<file path="src/rtl/wm8731_pkg.sv">
// wm8731_pkg
// Shared definitions for the WM8731 configuration sequencer:
//   - WM8731 register address constants
//   - the power-up init table, one {7-bit addr, 9-bit data} word per entry
//   - the sequencer state enum
package wm8731_pkg;

  localparam int         NUM_INIT = 11;
  localparam logic [3:0] LAST_IDX = 4'(NUM_INIT - 1);

  localparam logic [6:0] R_LIN    = 7'h00;
  localparam logic [6:0] R_RIN    = 7'h01;
  localparam logic [6:0] R_LHP    = 7'h02;
  localparam logic [6:0] R_RHP    = 7'h03;
  localparam logic [6:0] R_AAP    = 7'h04;
  localparam logic [6:0] R_DAP    = 7'h05;
  localparam logic [6:0] R_PWR    = 7'h06;
  localparam logic [6:0] R_DAIF   = 7'h07;
  localparam logic [6:0] R_SRATE  = 7'h08;
  localparam logic [6:0] R_ACTIVE = 7'h09;
  localparam logic [6:0] R_RESET  = 7'h0F;

  // Codec bring-up order: soft reset, power, line-in/headphone levels, analog
  // and digital paths, I2S 16-bit slave, 48 kHz, and finally activate.
  localparam logic [15:0] INIT_TABLE [NUM_INIT] = '{
    {R_RESET,  9'h000},
    {R_PWR,    9'h000},
    {R_LIN,    9'h017},
    {R_RIN,    9'h017},
    {R_LHP,    9'h079},
    {R_RHP,    9'h079},
    {R_AAP,    9'h012},
    {R_DAP,    9'h000},
    {R_DAIF,   9'h002},
    {R_SRATE,  9'h000},
    {R_ACTIVE, 9'h001}
  };

  typedef enum logic [2:0] {
    S_IDLE,
    S_PWR_WAIT,
    S_INIT_ISSUE,
    S_INIT_WAIT,
    S_DONE,
    S_ERROR,
    S_HOST_ISSUE,
    S_HOST_WAIT
  } state_e;

endpackage

</file>
<file path="src/rtl/wm8731_cfg_rom.sv">
// wm8731_cfg_rom
// Combinational lookup of one init-table entry by index.
// Ports:
//   idx_i  - table index (0..NUM_INIT-1); out-of-range returns zeros
//   addr_o - WM8731 register address of the entry
//   data_o - 9-bit register data of the entry
module wm8731_cfg_rom
  import wm8731_pkg::*;
(
  input  logic [3:0] idx_i,
  output logic [6:0] addr_o,
  output logic [8:0] data_o
);

  logic [15:0] entry;

  // Table lookup; indices past the end read as an all-zero entry.
  always_comb begin
    entry = 16'h0000;
    if (idx_i <= LAST_IDX) begin
      entry = INIT_TABLE[idx_i];
    end
  end

  assign addr_o = entry[15:9];
  assign data_o = entry[8:0];

endmodule

</file>
<file path="src/rtl/wm8731_cfg_seq.sv">
// wm8731_cfg_seq
// Brings up a WM8731 codec over I2C: after start it waits a power-up delay,
// writes the init table with bounded retry on NACK, then forwards single
// register writes from the host to the shared I2C byte-serialiser.
// Ports:
//   clk, reset            - system clock, async active-high reset
//   start                 - pulse that (re)runs the init sequence
//   host_req/addr/data    - host register write, held until host_ack
//   host_ack/host_nack    - one-cycle completion pulse and its NACK status
//   i2c_req/i2c_wdata     - transfer request and 24-bit word to the I2C master
//   i2c_done/i2c_nack     - transfer-complete pulse and NACK status from it
//   busy/init_done/init_err/err_idx - sequencer status
module wm8731_cfg_seq
  import wm8731_pkg::*;
#(
  parameter logic [6:0] DEV_ADDR  = 7'h1A,
  parameter int         PWR_DLY   = 50000,
  parameter int         MAX_RETRY = 3
) (
  input  logic        clk,
  input  logic        reset,
  input  logic        start,
  input  logic        host_req,
  input  logic [6:0]  host_addr,
  input  logic [8:0]  host_data,
  output logic        host_ack,
  output logic        host_nack,
  output logic        i2c_req,
  output logic [23:0] i2c_wdata,
  input  logic        i2c_done,
  input  logic        i2c_nack,
  output logic        busy,
  output logic        init_done,
  output logic        init_err,
  output logic [3:0]  err_idx
);

  localparam logic [15:0] DLY_LAST    = 16'(PWR_DLY - 1);
  localparam logic [2:0]  RETRY_LIMIT = 3'(MAX_RETRY);

  state_e      state_q;
  logic [3:0]  idx_q;
  logic [2:0]  retryCnt_q;
  logic [15:0] dlyCnt_q;
  logic        i2cReq_q;
  logic [23:0] i2cWdata_q;
  logic        hostAck_q;
  logic        hostNack_q;
  logic        busy_q;
  logic        initDone_q;
  logic        initErr_q;
  logic [3:0]  errIdx_q;

  logic [6:0]  romAddr;
  logic [8:0]  romData;
  logic [2:0]  retryNext;

  wm8731_cfg_rom u_rom (
    .idx_i  (idx_q),
    .addr_o (romAddr),
    .data_o (romData)
  );

  assign retryNext = retryCnt_q + 3'd1;

  // Sequencer: power-up delay, init table walk with retry, then host writes.
  // Every output is a register updated alongside the state transition.
  always_ff @(posedge clk or posedge reset) begin
    if (reset) begin
      state_q    <= S_IDLE;
      idx_q      <= '0;
      retryCnt_q <= '0;
      dlyCnt_q   <= '0;
      i2cReq_q   <= 1'b0;
      i2cWdata_q <= '0;
      hostAck_q  <= 1'b0;
      hostNack_q <= 1'b0;
      busy_q     <= 1'b0;
      initDone_q <= 1'b0;
      initErr_q  <= 1'b0;
      errIdx_q   <= '0;
    end else begin
      hostAck_q  <= 1'b0;
      hostNack_q <= 1'b0;
      case (state_q)
        S_IDLE, S_DONE, S_ERROR: begin
          if (start) begin
            state_q    <= S_PWR_WAIT;
            dlyCnt_q   <= '0;
            idx_q      <= '0;
            retryCnt_q <= '0;
            busy_q     <= 1'b1;
            initDone_q <= 1'b0;
            initErr_q  <= 1'b0;
          // hostAck_q blocks the cycle right after an ack, when the host
          // has not yet had a chance to drop the request it just completed.
          end else if (state_q == S_DONE && host_req && !hostAck_q) begin
            state_q    <= S_HOST_ISSUE;
            busy_q     <= 1'b1;
            initDone_q <= 1'b0;
          end
        end
        S_PWR_WAIT: begin
          if (dlyCnt_q == DLY_LAST) begin
            state_q <= S_INIT_ISSUE;
          end else begin
            dlyCnt_q <= dlyCnt_q + 16'd1;
          end
        end
        S_INIT_ISSUE: begin
          i2cWdata_q <= {DEV_ADDR, 1'b0, romAddr, romData};
          i2cReq_q   <= 1'b1;
          state_q    <= S_INIT_WAIT;
        end
        S_INIT_WAIT: begin
          if (i2c_done) begin
            i2cReq_q <= 1'b0;
            if (!i2c_nack) begin
              retryCnt_q <= '0;
              if (idx_q == LAST_IDX) begin
                state_q    <= S_DONE;
                busy_q     <= 1'b0;
                initDone_q <= 1'b1;
              end else begin
                idx_q   <= idx_q + 4'd1;
                state_q <= S_INIT_ISSUE;
              end
            end else begin
              retryCnt_q <= retryNext;
              if (retryNext == RETRY_LIMIT) begin
                state_q   <= S_ERROR;
                busy_q    <= 1'b0;
                initErr_q <= 1'b1;
                errIdx_q  <= idx_q;
              end else begin
                state_q <= S_INIT_ISSUE;
              end
            end
          end
        end
        S_HOST_ISSUE: begin
          i2cWdata_q <= {DEV_ADDR, 1'b0, host_addr, host_data};
          i2cReq_q   <= 1'b1;
          state_q    <= S_HOST_WAIT;
        end
        S_HOST_WAIT: begin
          if (i2c_done) begin
            i2cReq_q   <= 1'b0;
            hostAck_q  <= 1'b1;
            hostNack_q <= i2c_nack;
            state_q    <= S_DONE;
            busy_q     <= 1'b0;
            initDone_q <= 1'b1;
          end
        end
        default: begin
          state_q <= S_IDLE;
        end
      endcase
    end
  end

  assign host_ack  = hostAck_q;
  assign host_nack = hostNack_q;
  assign i2c_req   = i2cReq_q;
  assign i2c_wdata = i2cWdata_q;
  assign busy      = busy_q;
  assign init_done = initDone_q;
  assign init_err  = initErr_q;
  assign err_idx   = errIdx_q;

endmodule

</file>
<file path="config.mk">
export PLATFORM = sky130hd
export DESIGN_NAME = wm8731_cfg_seq
export DESIGN_NICKNAME = d
export VERILOG_FILES = /design/src/rtl/wm8731_pkg.sv /design/src/rtl/wm8731_cfg_rom.sv /design/src/rtl/wm8731_cfg_seq.sv
export SDC_FILE = /design/constraint.sdc
export NUM_CORES = 1
export LEC_CHECK = 0
export ABC_AREA = 1
export BUFFER_PORTS_ARGS = -buffer_cell sky130_fd_sc_hd__buf_2
export CAP_MARGIN = 20
export CORE_MARGIN = 4
export CORE_UTILIZATION = 45
export CTS_BUF_LIST = sky130_fd_sc_hd__clkbuf_16
export DETAILED_ROUTE_END_ITERATION = 8
export PLACE_DENSITY = 0.67
export SETUP_SLACK_MARGIN = 0.02
export SKIP_LAST_GASP = 1
export SLEW_MARGIN = 20
export SYNTH_ARGS = -nofsm -noshare
export SYNTH_HDL_FRONTEND = slang
export SYNTH_SLANG_ARGS = --single-unit
</file>
<file path="constraint.sdc">
create_clock -name clk -period 1.95 [get_ports clk]
set_clock_uncertainty 0.05 [all_clocks]
set_input_delay 0.0975 -clock clk [delete_from_list [all_inputs] [get_ports clk]]
set_output_delay 0.0975 -clock clk [all_outputs]
set_load 0.005 [all_outputs]
</file>
* After elaboration in Yosys (flattened, before gate mapping)
Memories as Yosys holds them, arrays and structs flattened. Index checks and enable logic that the tools add are counted.
Storage, ports and cells: bits in read-only memories 256, input port bits 22, logic and storage cells 114, output and inout port bits 34, register bits after elaboration 60, memories kept 1
Memories:
- (name not given) | depth 16, bits a word 16, read ports 1, clocked after Yosys merged registers in 0, write ports 0, line wm8731_cfg_rom.sv:21 | entry = INIT_TABLE[idx_i];
Cells by class: bitwise operators 1, $add $sub $neg 3, reductions and logical operators 21, equal/unequal tests 24, muxes and demuxes 50, order comparisons 2
Operators with widths (number):
- $mux 16 | 5
- $pmux 24 s2 | 1
- $mux 3 | 11
- $pmux 16 s2 | 1
- $mux 1 | 21
- $ne 2x2->1 const B | 10
- $pmux 3 s6 | 1
- $add 16x1->16 const B | 1
- $eq 16x16->1 const B | 1
- $mux 4 | 4
- $eq 3x3->1 const B | 4
- $reduce_and 6->1 | 2
- $reduce_and 5->1 | 2
- $eq 3x2->1 const B | 3
- $ne 3x3->1 const B | 3
- $pmux 4 s2 | 1
- $reduce_and 4->1 | 2
- $reduce_bool 2->1 | 4
- $pmux 1 s3 | 2
- $pmux 3 s2 | 1
- $reduce_and 3->1 | 2
- $ge 5x5->1 const B | 1
- $not 4->5 | 1
- $add 4x1->4 const B | 1
- 13 further kinds | 16

* Depth between registers and ports, before layout
word-level depth 6, depth in mapped cells 10, mapped depth without buffers 10

* Modules after synthesis
A second synthesis with hierarchy kept.
Unflattened totals: cell total of the unflattened synthesis 434, area total of the unflattened synthesis 3210.6 um^2
By module, submodules not included:
- wm8731_cfg_seq | sequential area each 1326.3 um^2, cells each 379, instances 1, area an instance 2869.0 um^2
- wm8731_cfg_rom | sequential area each 0.0 um^2, cells each 55, instances 1, area an instance 341.6 um^2

* Worst setup path after synthesis
Ideal clock, no wire load.
path kind flip-flop to flip-flop, start point register dlyCnt_q[0], end point register dlyCnt_q[11], buffers on the path 1, data required time 1817 ps, period minus slack after synthesis 1465 ps, data arrival time 1331 ps, slack 485 ps, stages on the path, launching flop included 9, path through dfrtp_1 -> ha_1 -> nand3_1 -> nor2_1 -> nand2_1 -> a21oi_1 -> buf_4 -> nand2_1 -> o21ai_0
Between the ends: cells in the longest elaborated chain, start to end 3, elaborated cells on any way between the ends 6, classes of those cells add/sub (1); eq/ne (2); mux (2); reduce/logical (1)
RTL lines:
- start: declaration | line wm8731_cfg_seq.sv:44 | logic [15:0] dlyCnt_q;
- start signal: assignment | line wm8731_cfg_seq.sv:107 | dlyCnt_q <= dlyCnt_q + 16'd1;
- $add 16x1->16 or $eq 16x16->1 (tied branches) | line wm8731_cfg_seq.sv:107, wm8731_cfg_seq.sv:104
- $mux 16 or $ne 2x2->1 (tied branches)
- $pmux 16 s2 or $reduce_and 3->1 (tied branches)
Several ways; a longest one is shown, not always the timed one. The select of a mux whose other input is x is not followed. A chain may end at the register's enable or synchronous reset.

* Worst setup path in the final report
start point register idx_q[0], end point register busy_q, in the netlist busy
Between the ends: cells in the longest elaborated chain, start to end 3
RTL lines:
- start: declaration | line wm8731_cfg_seq.sv:42 | logic [3:0] idx_q;
- start signal: assignment | line wm8731_cfg_seq.sv:125 | idx_q <= idx_q + 4'd1;
- $eq 4x4->1 | line wm8731_cfg_seq.sv:120 | if (idx_q == LAST_IDX) begin
- $ne 3x3->1 (no line)
- $reduce_and 6->1 (no line)
- end signal: assignment | line wm8731_cfg_seq.sv:122 | busy_q <= 1'b0;
- end signal: assignment | line wm8731_cfg_seq.sv:132 | busy_q <= 1'b0;
- end signal: assignment | line wm8731_cfg_seq.sv:152 | busy_q <= 1'b0;
- end: declaration | line wm8731_cfg_seq.sv:49 | logic busy_q;
Every way passes these cells.

==> out/results.ini <==
[status]
status=finished, violations left
violations=hold timing

[worst_setup_path]
arrival_ns=1.84
worstPathMaxFanout=5
ff2ff_setup_slack_ns=0.24
startpoint_type=flip-flop
crit_path_top_delay_cell=dfrtp_1
worst_path_most_repeated_cell=nand2_1
crit_required_ns=2.07
max_stage_delay_ns=0.43
cp-end-kind=flip-flop
path_class=reg2reg
worstPathCellList=inv_1 -> ha_1 -> nand2_1 -> nor2_1 -> nand2_1 -> nand3_1 -> nand2_1 -> o21ai_0 -> nand2_1

[yosys]
netlist_area_um2=3040
synth_xor_area_share_pct=2.60
synth.avg_cell_area_um2=7.67
synth_top_family_by_area=simple AND/OR/NAND/NOR gates
synth_ff_type=dfrtp_1
synth_seq_cells=53
yosys-top-cells-count=nand2_1 (111), dfrtp_1 (53), nand3_1 (42)
yosys_warnings=0
yosysMostFrequentCell=nand2_1
synthAdderAreaFrac_pct=4.53
synth_top_area_share_pct=43.7
synthMuxAreaShare_pct=0
ys_seq_area_share_pct=43.7
syn_inst=396
ys_top_cells_by_area=dfrtp_1 (44%), nand2_1 (14%), nand3_1 (6.9%), inv_1 (5.1%), ha_1 (4.5%)
synth_edf_count=0
synth_compound_area_share_pct=10.0
async_reset_ff_share_pct=100
yosys.area.top_type=dfrtp_1
synthSimpleGateAreaFrac_pct=30.1
synth_cell_types=31

[clock_tree]
numCtsBuffers=5
cts_tree=yes
clock-sinks=53
clock_latency_ns=0.29
path_clk_slew_ns=0.07
cts-root-buf=clkbuf_16
cts_max_level=2
post_cts_buffers=0
clk_path_buf_depth=2

[timing]
min_period_ns=1.71
final_max_slew_viol_count=0
hold_ws_ns=-0.000790
rsz0062_at_grt=no
setup_violations=0
hold_violations=1
maxClockFrequency_ghz=0.584
fin_setup_tns_ns=0
period_share_pct=87.8

[global_routing]
grt_pass1_wl_um=12800
antenna_found_initial=0
gr-usage-met1_pct=24.9
grt_pass1_vias=2755
grt_busiest_layer=met2
grt_util_met3_pct=4.09
grt_start_max_net_pins=18
track_usage_pct=18.9
grt_overflow_total=0
met2_usage_pct=31.7

[routing]
via_per_inst=5.14
drt_wl_total_um=7330
wl_per_cell_um=13.5
firstDrtPassIters=4
drcViolationCount=0
drt_iter0_drc=115
ant_nets=0
num_vias=2795

[layout]
n_antenna_cell=0
ff_latch_area_um2=1330
final_cell_count_no_fill=544
fill_cells=586
area_growth_pct=21.4
multi_input_area_um2=1460
drive_gt1_share_pct=18.8
final_nets=499
utilization_pct=57.1

[power]
power_frac_clock_pct=20.6
irDropWorstVdd_mv=0.593
p_sw_w=0.00187
p_sw_share_pct=39.6
pwr-share-comb_pct=42.7
powerDensity_nw_per_um2=1280
cellLeakagePower_nw=1.89
internal_power_w=0.00285
seq_power_share_pct=36.7

[floorplanning]
die_width_um=90.1
die_y_um=90.1
dieArea_um2=8130
start_util_pct=47.0
io-pin-count=56
rows=29
core_area_um2=6460

[place]
port_buffers=50
gp_congestion=0.907
place_hpwl_um=5400
placed_cells=524

[flow_run]
drv_cap=0

[hold_path]
hp-class=in2reg

[layer usage]
metal	routed length, um	vias up
met3	467	12
li1	-	1402
met1	3390	1283
met4	93	0
met5	0	-
met2	3380	98
[logic make-up after synthesis]
logic type / after synthesis
adders and majority gates: 11
xor gates and xnor gates: 9
other: 1
AOI/OAI and AO/OA: 50
and+or+nand+nor: 210
DFF: 53
buffers and inverters: 62
[state kept, by name, indices dropped and copies added, names as in the netlist]
name / flops
busy: 1
dlyCnt_q: 16
err_idx: 4
host_ack: 1
host_nack: 1
i2c_req: 1
i2c_wdata: 17
idx_q: 4
init_done: 1
init_err: 1
retryCnt_q: 3
state_q: 3
[critical path, delay by kind of cell (launching register included)]
family	cells	cell delay, ns
AO/OA/AOI/OAI	1	0.14
adder cells (fa/ha/maj)	1	0.18
buffers and inverters	1	0.16
flip-flops	1	0.43
AND/OR/NAND/NOR	6	0.64
[cell type report]
class / count / area share (%)
Clock inverter: 3 / 1.02
Inverter: 47 / 4.79
Tap cell: 77 / 2.61
Multi-Input combinational cell: 285 / 39.7
Timing Repair Buffer: 74 / 12.5
Clock buffer: 5 / 3.39
Sequential cell: 53 / 36.0
[final timing paths]
path | endpoint | depth (start not counted) | from
worst max-delay path | busy$_DFFE_PP0P_ | 9 | idx_q[0]$_DFFE_PP0P_
worst min-delay path | i2c_wdata[0]$_DFFE_PP0P_ | 3 | host_data[0]
worst max register to register | busy$_DFFE_PP0P_ | 9 | idx_q[0]$_DFFE_PP0P_
worst min register to register | err_idx[3]$_DFFE_PP0P_ | 2 | err_idx[3]$_DFFE_PP0P_
max in group asynchronous | dlyCnt_q[4]$_DFFE_PP0P_ | 4 | reset
min in group asynchronous | dlyCnt_q[10]$_DFFE_PP0P_ | 3 | reset
[placed cells by master (no fill, tap or decap), types with 6 or more instances in the layout]
| cell | n |
|---|---|
| o21ai_0 | 23 |
| inv_1 | 41 |
| buf_4 | 12 |
| dfrtp_1 | 53 |
| buf_2 | 50 |
| ha_1 | 11 |
| nand2_1 | 111 |
| inv_2 | 6 |
| o21ai_1 | 8 |
| nand4_1 | 7 |
| nand3_1 | 42 |
| xor2_1 | 8 |
| dlygate4sd3_1 | 12 |
| a22o_1 | 6 |
| nor2_1 | 33 |
[power by group through the flow]
stage | combinational [W] | sequential [W] | clock [W]
2_1_floorplan | 0.00134 | 0.00173 | 0
3_3_place_gp | 0.00194 | 0.00173 | 0
3_5_place_dp | 0.00199 | 0.00174 | 0
4_1_cts | 0.00201 | 0.00173 | 0.000992
5_1_grt | 0.00229 | 0.00178 | 0.00103
6_report | 0.00201 | 0.00173 | 0.000972
[repair_timing]
item	in CTS	in global routing
gates resized for setup	1	1
endpoints found under the hold margin	25	0
endpoints found under the setup margin	3	3
cloned	0	0
hold buffers	12	0
[metrics by stage]
step           hold slack, ns  instance area [um^2]  total power [W]  worst slack (ns)
4_1_cts               0.00716                  3680          0.00473             0.230
3_5_place_dp           0.0313                  3390          0.00373           -0.0189
2_1_floorplan           0.180                  3050          0.00306             0.485
6_report            -0.000790                  3690          0.00472             0.238
5_1_grt                0.0278                  3690          0.00510            0.0404
3_3_place_gp           0.0329                  3390          0.00367            0.0679
Note: power is estimated with default switching activity, not from simulation.
